[config.mk]
export PLATFORM = sky130hd
export DESIGN_NAME = bist_fail_logger_flat
export DESIGN_NICKNAME = d
export VERILOG_FILES = /design/src/rtl/bist_fail_logger_if.sv /design/src/rtl/bist_fail_logger.sv /design/src/flat_wrapper.sv
export SDC_FILE = /design/constraint.sdc
export NUM_CORES = 1
export LEC_CHECK = 0
export ABC_AREA = 0
export CORE_MARGIN = 2
export CORE_UTILIZATION = 48
export DETAILED_ROUTE_END_ITERATION = 7
export GPL_TIMING_DRIVEN = 0
export PLACE_DENSITY = 0.73
export SYNTH_ARGS = -nofsm -noshare
export SYNTH_HDL_FRONTEND = slang
export SYNTH_SLANG_ARGS = --single-unit
[constraint.sdc]
create_clock -name clk -period 2 [get_ports clk]
set_input_delay 0.3 -clock clk [delete_from_list [all_inputs] [get_ports clk]]
set_output_delay 0.3 -clock clk [all_outputs]
set_load 0.01 [all_outputs]
[src/rtl/bist_fail_logger_if.sv]
// ---------------------------------------------------------------------------
// bist_fail_logger_if
// Read port between the BIST fail logger and the external tester.
// A valid/ready handshake carrying one logged fail per transfer.
//
// Signals:
//   rd_valid    - head log entry available (logger -> tester)
//   rd_ready    - tester accepts the head entry (tester -> logger)
//   rd_addr     - RAM address of the head entry
//   rd_syndrome - expected ^ actual bit syndrome of the head entry
//
// Modports:
//   master - logger side (drives valid/addr/syndrome, samples ready)
//   slave  - tester side (drives ready, samples valid/addr/syndrome)
// ---------------------------------------------------------------------------
interface bist_fail_logger_if #(
  parameter int SIZE   = 6,
  parameter int LENGTH = 8
);
  logic              rd_valid;
  logic              rd_ready;
  logic [SIZE-1:0]   rd_addr;
  logic [LENGTH-1:0] rd_syndrome;

  modport master (
    output rd_valid,
    output rd_addr,
    output rd_syndrome,
    input  rd_ready
  );

  modport slave (
    input  rd_valid,
    input  rd_addr,
    input  rd_syndrome,
    output rd_ready
  );
endinterface

[src/rtl/bist_fail_logger.sv]
// ---------------------------------------------------------------------------
// bist_fail_logger
// Capture side of the memory BIST compare path. While the BIST engine runs
// the SRAM in test mode (NbarT=1) each fail strobe records the failing
// address and syndrome (expected ^ actual) into a small FIFO log. After the
// NbarT falling edge the log is presented to a tester over a valid/ready
// read port, with a saturating fail count and a sticky overflow flag.
//
// Optional feature macro: BIST_LOG_DEDUP_EN
//   When defined, a fail whose address matches the most recently pushed
//   address (since the last start) is counted but not pushed.
//
// Ports:
//   clk, rst            - clock (rising edge), async active-high reset
//   start               - clear the log and arm a new session
//   NbarT               - test mode from BIST controller (1 = test)
//   fail_in             - compare fail strobe for this cycle
//   addr_in             - RAM address of the compared read
//   expected, actual    - pattern data and RAM data
//   rd                  - read port (bist_fail_logger_if.master)
//   fail_count          - saturating fail count for this session
//   overflow            - a fail arrived while the log was full (sticky)
//   busy / done         - state is ARMED / DONE
// ---------------------------------------------------------------------------
module bist_fail_logger #(
  parameter int SIZE   = 6,
  parameter int LENGTH = 8,
  parameter int DEPTH  = 4,
  parameter int CNT_W  = 8
) (
  input  logic                clk,
  input  logic                rst,
  input  logic                start,
  input  logic                NbarT,
  input  logic                fail_in,
  input  logic [SIZE-1:0]     addr_in,
  input  logic [LENGTH-1:0]   expected,
  input  logic [LENGTH-1:0]   actual,
  bist_fail_logger_if.master  rd,
  output logic [CNT_W-1:0]    fail_count,
  output logic                overflow,
  output logic                busy,
  output logic                done
);

  localparam int PW = $clog2(DEPTH);
  localparam int CW = PW + 1;

  localparam logic [PW-1:0]    PTR_ONE  = PW'(1);
  localparam logic [PW-1:0]    PTR_ZERO = {PW{1'b0}};
  localparam logic [CW-1:0]    CNT_ONE  = CW'(1);
  localparam logic [CW-1:0]    CNT_ZERO = {CW{1'b0}};
  localparam logic [CW-1:0]    CNT_FULL = CW'(DEPTH);
  localparam logic [CNT_W-1:0] FC_ONE   = CNT_W'(1);
  localparam logic [CNT_W-1:0] FC_ZERO  = {CNT_W{1'b0}};
  localparam logic [CNT_W-1:0] FC_MAX   = {CNT_W{1'b1}};

  typedef enum logic [1:0] {
    ST_IDLE  = 2'd0,
    ST_ARMED = 2'd1,
    ST_DONE  = 2'd2
  } state_t;

  function automatic logic [LENGTH-1:0] calc_syndrome(
    input logic [LENGTH-1:0] exp_v,
    input logic [LENGTH-1:0] act_v
  );
    return exp_v ^ act_v;
  endfunction

  state_t             state_q,      state_d;
  logic [PW-1:0]      wr_ptr_q,     wr_ptr_d;
  logic [PW-1:0]      rd_ptr_q,     rd_ptr_d;
  logic [CW-1:0]      count_q,      count_d;
  logic [CNT_W-1:0]   fail_count_q, fail_count_d;
  logic               overflow_q,   overflow_d;
  logic               nbart_q,      nbart_d;
`ifdef BIST_LOG_DEDUP_EN
  logic [SIZE-1:0]    last_addr_q,  last_addr_d;
  logic               last_vld_q,   last_vld_d;
`endif

  logic [SIZE-1:0]    mem_addr_q [DEPTH];
  logic [LENGTH-1:0]  mem_syn_q  [DEPTH];

  logic               push_s;
  logic               pop_s;
  logic               dup_s;
  logic               full_s;
  logic               rd_valid_s;

  // Duplicate detection against the last pushed address (feature-gated).
  always_comb begin
`ifdef BIST_LOG_DEDUP_EN
    dup_s = last_vld_q && (addr_in == last_addr_q);
`else
    dup_s = 1'b0;
`endif
  end

  // Next-state, FIFO bookkeeping and counters.
  always_comb begin
    state_d      = state_q;
    wr_ptr_d     = wr_ptr_q;
    rd_ptr_d     = rd_ptr_q;
    count_d      = count_q;
    fail_count_d = fail_count_q;
    overflow_d   = overflow_q;
    nbart_d      = NbarT;
    push_s       = 1'b0;
    pop_s        = 1'b0;
    full_s       = (count_q == CNT_FULL);
`ifdef BIST_LOG_DEDUP_EN
    last_addr_d  = last_addr_q;
    last_vld_d   = last_vld_q;
`endif
    if (start) begin
      // start overrides everything else in this cycle, including fail_in
      state_d      = ST_ARMED;
      wr_ptr_d     = PTR_ZERO;
      rd_ptr_d     = PTR_ZERO;
      count_d      = CNT_ZERO;
      fail_count_d = FC_ZERO;
      overflow_d   = 1'b0;
`ifdef BIST_LOG_DEDUP_EN
      last_vld_d   = 1'b0;
`endif
    end else begin
      case (state_q)
        ST_IDLE: begin
          state_d = ST_IDLE;
        end
        ST_ARMED: begin
          if (fail_in) begin
            if (fail_count_q != FC_MAX) begin
              fail_count_d = fail_count_q + FC_ONE;
            end else begin
              fail_count_d = fail_count_q;
            end
            if (dup_s) begin
              // duplicate address: counted only, never an overflow
              push_s = 1'b0;
            end else if (full_s) begin
              overflow_d = 1'b1;
            end else begin
              push_s   = 1'b1;
              wr_ptr_d = wr_ptr_q + PTR_ONE;
              count_d  = count_q + CNT_ONE;
`ifdef BIST_LOG_DEDUP_EN
              last_addr_d = addr_in;
              last_vld_d  = 1'b1;
`endif
            end
          end else begin
            push_s = 1'b0;
          end
          // session ends on the NbarT falling edge; this cycle's fail is kept
          if (nbart_q && !NbarT) begin
            state_d = ST_DONE;
          end else begin
            state_d = ST_ARMED;
          end
        end
        ST_DONE: begin
          if (rd_valid_s && rd.rd_ready) begin
            pop_s    = 1'b1;
            rd_ptr_d = rd_ptr_q + PTR_ONE;
            count_d  = count_q - CNT_ONE;
          end else begin
            pop_s = 1'b0;
          end
        end
        default: begin
          state_d = ST_IDLE;
        end
      endcase
    end
  end

  // Control state registers with asynchronous reset.
  always_ff @(posedge clk or posedge rst) begin
    if (rst) begin
      state_q      <= ST_IDLE;
      wr_ptr_q     <= PTR_ZERO;
      rd_ptr_q     <= PTR_ZERO;
      count_q      <= CNT_ZERO;
      fail_count_q <= FC_ZERO;
      overflow_q   <= 1'b0;
      nbart_q      <= 1'b0;
`ifdef BIST_LOG_DEDUP_EN
      last_addr_q  <= {SIZE{1'b0}};
      last_vld_q   <= 1'b0;
`endif
    end else begin
      state_q      <= state_d;
      wr_ptr_q     <= wr_ptr_d;
      rd_ptr_q     <= rd_ptr_d;
      count_q      <= count_d;
      fail_count_q <= fail_count_d;
      overflow_q   <= overflow_d;
      nbart_q      <= nbart_d;
`ifdef BIST_LOG_DEDUP_EN
      last_addr_q  <= last_addr_d;
      last_vld_q   <= last_vld_d;
`endif
    end
  end

  // Log storage; contents are only visible through count_q, so no reset.
  always_ff @(posedge clk) begin
    if (push_s) begin
      mem_addr_q[wr_ptr_q] <= addr_in;
      mem_syn_q[wr_ptr_q]  <= calc_syndrome(expected, actual);
    end
  end

  // Read port: head entry only in DONE with a non-empty log, zero otherwise.
  always_comb begin
    rd_valid_s = (state_q == ST_DONE) && (count_q != CNT_ZERO);
    if (rd_valid_s) begin
      rd.rd_addr     = mem_addr_q[rd_ptr_q];
      rd.rd_syndrome = mem_syn_q[rd_ptr_q];
    end else begin
      rd.rd_addr     = {SIZE{1'b0}};
      rd.rd_syndrome = {LENGTH{1'b0}};
    end
  end

  assign rd.rd_valid  = rd_valid_s;
  assign fail_count   = fail_count_q;
  assign overflow     = overflow_q;
  assign busy         = (state_q == ST_ARMED);
  assign done         = (state_q == ST_DONE);

endmodule

[src/flat_wrapper.sv]
// flat-port wrapper written by rule: the top's interface ports become plain ports
module bist_fail_logger_flat 
#(
  parameter int SIZE   = 6,
  parameter int LENGTH = 8,
  parameter int DEPTH  = 4,
  parameter int CNT_W  = 8
)
  (clk, rst, start, NbarT, fail_in, addr_in, expected, actual, fail_count, overflow, busy, done, rd_rd_valid, rd_rd_addr, rd_rd_syndrome, rd_rd_ready);
  bist_fail_logger_if #(.SIZE(SIZE), .LENGTH(LENGTH)) rd_i ();
  input  logic clk;
  input  logic rst;
  input  logic start;
  input  logic NbarT;
  input  logic fail_in;
  input  logic [SIZE-1:0] addr_in;
  input  logic [LENGTH-1:0] expected;
  input  logic [LENGTH-1:0] actual;
  output logic [CNT_W-1:0] fail_count;
  output logic overflow;
  output logic busy;
  output logic done;
  output wire logic [$bits(rd_i.rd_valid)-1:0] rd_rd_valid;
  output wire logic [$bits(rd_i.rd_addr)-1:0] rd_rd_addr;
  output wire logic [$bits(rd_i.rd_syndrome)-1:0] rd_rd_syndrome;
  input wire logic [$bits(rd_i.rd_ready)-1:0] rd_rd_ready;
  assign rd_rd_valid = rd_i.rd_valid;
  assign rd_rd_addr = rd_i.rd_addr;
  assign rd_rd_syndrome = rd_i.rd_syndrome;
  assign rd_i.rd_ready = rd_rd_ready;
  bist_fail_logger #(.SIZE(SIZE), .LENGTH(LENGTH), .DEPTH(DEPTH), .CNT_W(CNT_W)) u_core (.clk(clk), .rst(rst), .start(start), .NbarT(NbarT), .fail_in(fail_in), .addr_in(addr_in), .expected(expected), .actual(actual), .rd(rd_i), .fail_count(fail_count), .overflow(overflow), .busy(busy), .done(done));
endmodule
==> metrics <==
Hold WC Path Type input port to async pin; core footprint 0.00668 mm^2; Clock Path Buffers 2; YS warnings 0; failing checks negative setup slack; Vias/cell 5.54; Final Setup Violations 12; htree depth 3; Die ar. 0.00747 mm^2; synth-to-layout area growth 35.2%; vias in the first global route 2,134; fmax 0.476 GHz; Initial Utilization 48.8%; Sw Ratio 21.9%; Distinct cells, synth 39; Mapped Cells 206; ys async rst share 25.3%; pin count of the biggest net entering global routing 20; Leak 1.68 nW; DR WL/cell 18.0 um; gpl congestion 0.836; fin util 66.0%; Worst Setup Start Kind flop; vias post-DR 2,054; I/O Buffers 53; sw power 0.000719 W; diode count 0; die span in y 86.5 um; I/O Pins 54; worst hold slack 0.370 ns; clk_skew 0.00712 ns; first-pass GRT wire length 10,400 um; CTS tree yes; critical path arrival 1.80 ns; crit path kind flop to primary output; Max-Cap Viols 0; PwrDens 744 mW/mm^2; clock sink count 75; WL final 6690 um; top cells by area, synth edfxtp_1, dfrtp_1, mux4_2; RSZ-0062 raised after global routing yes; Gate power share 11.1%; antenna violation net count after detailed routing 0; VDD IR-drop max 0.439 mV; status finished, violations left; 1st-iter DRT viols 165; Post-DP HPWL 3970 um; Avg Cell Area, Syn 15.8 um^2; Flop pwr share 53.7%; worst-skew pair later-pin latency 0.34 ns; Pins Over Slew Limit 0; Die X 86.5 um; Worst Tran Pin Value 0.715 ns; EDFF count, synth 56; Hold Violations, Final 0; clock power share 35.2%; Tot GR Track Use 19.0%; Setup crit end kind primary output; final worst setup slack -0.100 ns; CTS Root Cell clkbuf_8; internal power 0.00256 W; CTS Buf Count 9; Tcrit/Tclk final 105%; CP required 1.70 ns; layout cells sized above 1 31.6%; Final Critical Period 2.10 ns; #FFs+latches synth 75; area fraction of the dominant cell type after synthesis 51.5%; initial antenna violation count 0; Pre-Repair DR Iteration Count 4; Congestion Overflow GR 0; Clock Pin Slew Worst Setup and Hold Paths 0.07 ns; worst relative slew slack 52.3%; area of the mapped netlist 0.00326 mm^2; register area share after synthesis 66.1%; drt drc 0; final net count 320; Top FF cell, synth edfxtp_1; post-synth top area cell edfxtp_1; CP max FO 5; # rows 30; syn_nets 240; Setup TNS -0.539 ns
==> final timing paths <==
| check | start | to | slack [ns] | cells past startpoint |
|---|---|---|---|---|
| max in group asynchronous | rst | u_core.count_q[0] | 1.13 | 2 |
| min in group clk | NbarT | u_core.nbart_q | 0.42 | 1 |
| hold reg to reg | u_core.overflow | u_core.overflow | 0.50 | 2 |
| setup reg to reg | u_core.state_q[1] | u_core.mem_syn_q[1][4] | 0.13 | 4 |
| setup / recovery | u_core.rd_ptr_q[0] | rd_rd_syndrome[3] | -0.10 | 6 |
| hold / removal | rst | u_core.fail_count[1] | 0.37 | 2 |
==> metal layers <==
layer / GRT usage, % / part of all wire [%] / vias to the layer above
met4: 9.52 / 1.9 / 0
met2: 30.1 / 49 / 83
met1: 25.1 / 43 / 1019
met5: 0 / 0 / -
met3: 4.19 / 6.8 / 12
li1: - / - / 940
==> kinds of logic (layout without fill, tap and decap cells) <==
family / Yosys count / count (layout) / synth area share [%]
simple gates: 63 / 67 / 11.0
fa+ha+maj: 6 / 6 / 2.53
buf+inv: 15 / 96 / 2.19
flops: 75 / 75 / 66.1
mux: 21 / 21 / 11.8
xor+xnor: 15 / 15 / 4.03
compound gates: 11 / 11 / 2.34
==> Yosys cell counts (4+ instances only) <==
cell and number:
edfxtp_1 56, dfrtp_1 19, nor2_1 18, mux4_2 14, xor2_1 13, and3_1 10, mux2i_1 6, and2_1 5
and3_2 5, clkbuf_1 5, ha_1 5, inv_1 5, nand2_1 4, nand4_1 4, nor2b_1 4
==> timing repair <==
item / 4_1_cts / 5_1_grt
hold buffers: 0 / 0
buffers inserted: 12 / 1
pin swaps: 11 / 10
resized for setup: 108 / 22
gates cloned: 2 / 3
endpoints found under the setup margin: 74 / 67
endpoints found under the hold margin: 0 / 0
==> power groups by stage <==
stage          logic, W  registers [W]  clock network (W)
3_5_place_dp   0.000283        0.00180                  0
2_1_floorplan  0.000151        0.00179                  0
3_3_place_gp   0.000273        0.00180                  0
4_1_cts        0.000342        0.00176            0.00118
5_1_grt        0.000393        0.00177            0.00126
6_report       0.000364        0.00176            0.00116
==> worst max-delay path, cell delays in order (launching register included) <==
cell and delay, ns:
dfrtp_1 0.35, buf_6 0.14, buf_12 0.12, buf_6 0.09, mux4_2 0.48, and3_4 0.16
buf_6 0.11
==> layout by cell type (no fill, tap or decap), drive strengths merged, types with 2 or more instances in the layout <==
master          n
nor2b           4
ha              5
nand4           4
buf            33
nand2           4
xnor2           2
dfrtp          19
clkinv          2
mux4           14
edfxtp         56
and3           15
xor2           13
nand3           3
nand4b          2
and2            9
mux2i           6
a31oi           3
clkdlybuf4s50  37
clkbuf         17
nor2           18
o21ai           2
inv             5
==> layout make-up <==
cell class | instances | area, um^2
plain buffers | 9 | 104
clock buffers | 13 | 159
clock inverters | 3 | 38.8
fillers | 488 | 2270
inverters | 5 | 18.8
multi-input cells | 120 | 1170
flip-flops and latches | 75 | 2160
well taps | 80 | 100
repair buffers | 66 | 666
==> flip-flops by register name (all words and copies together), names as in the netlist <==
signal	flops
u_core.wr_ptr_q	2
u_core.mem_syn_q	32
u_core.mem_addr_q	24
u_core.rd_ptr_q	2
u_core.fail_count	8
u_core.nbart_q	1
u_core.state_q	2
u_core.count_q	3
u_core.overflow	1
==> per-stage QoR <==
stage / area, um^2 / total power [W] / instances / setup slack [ns]
after floorplan: 3260 / 0.00194 / 206 / 0.0757
after global placement: 3890 / 0.00207 / 339 / -0.766
after detailed placement: 3890 / 0.00208 / 339 / -0.781
after CTS: 4340 / 0.00328 / 369 / -0.186
after global routing: 4410 / 0.00342 / 371 / -0.184
final: 4410 / 0.00328 / 371 / -0.100
No activity file was read; power rests on OpenSTA's default activity.
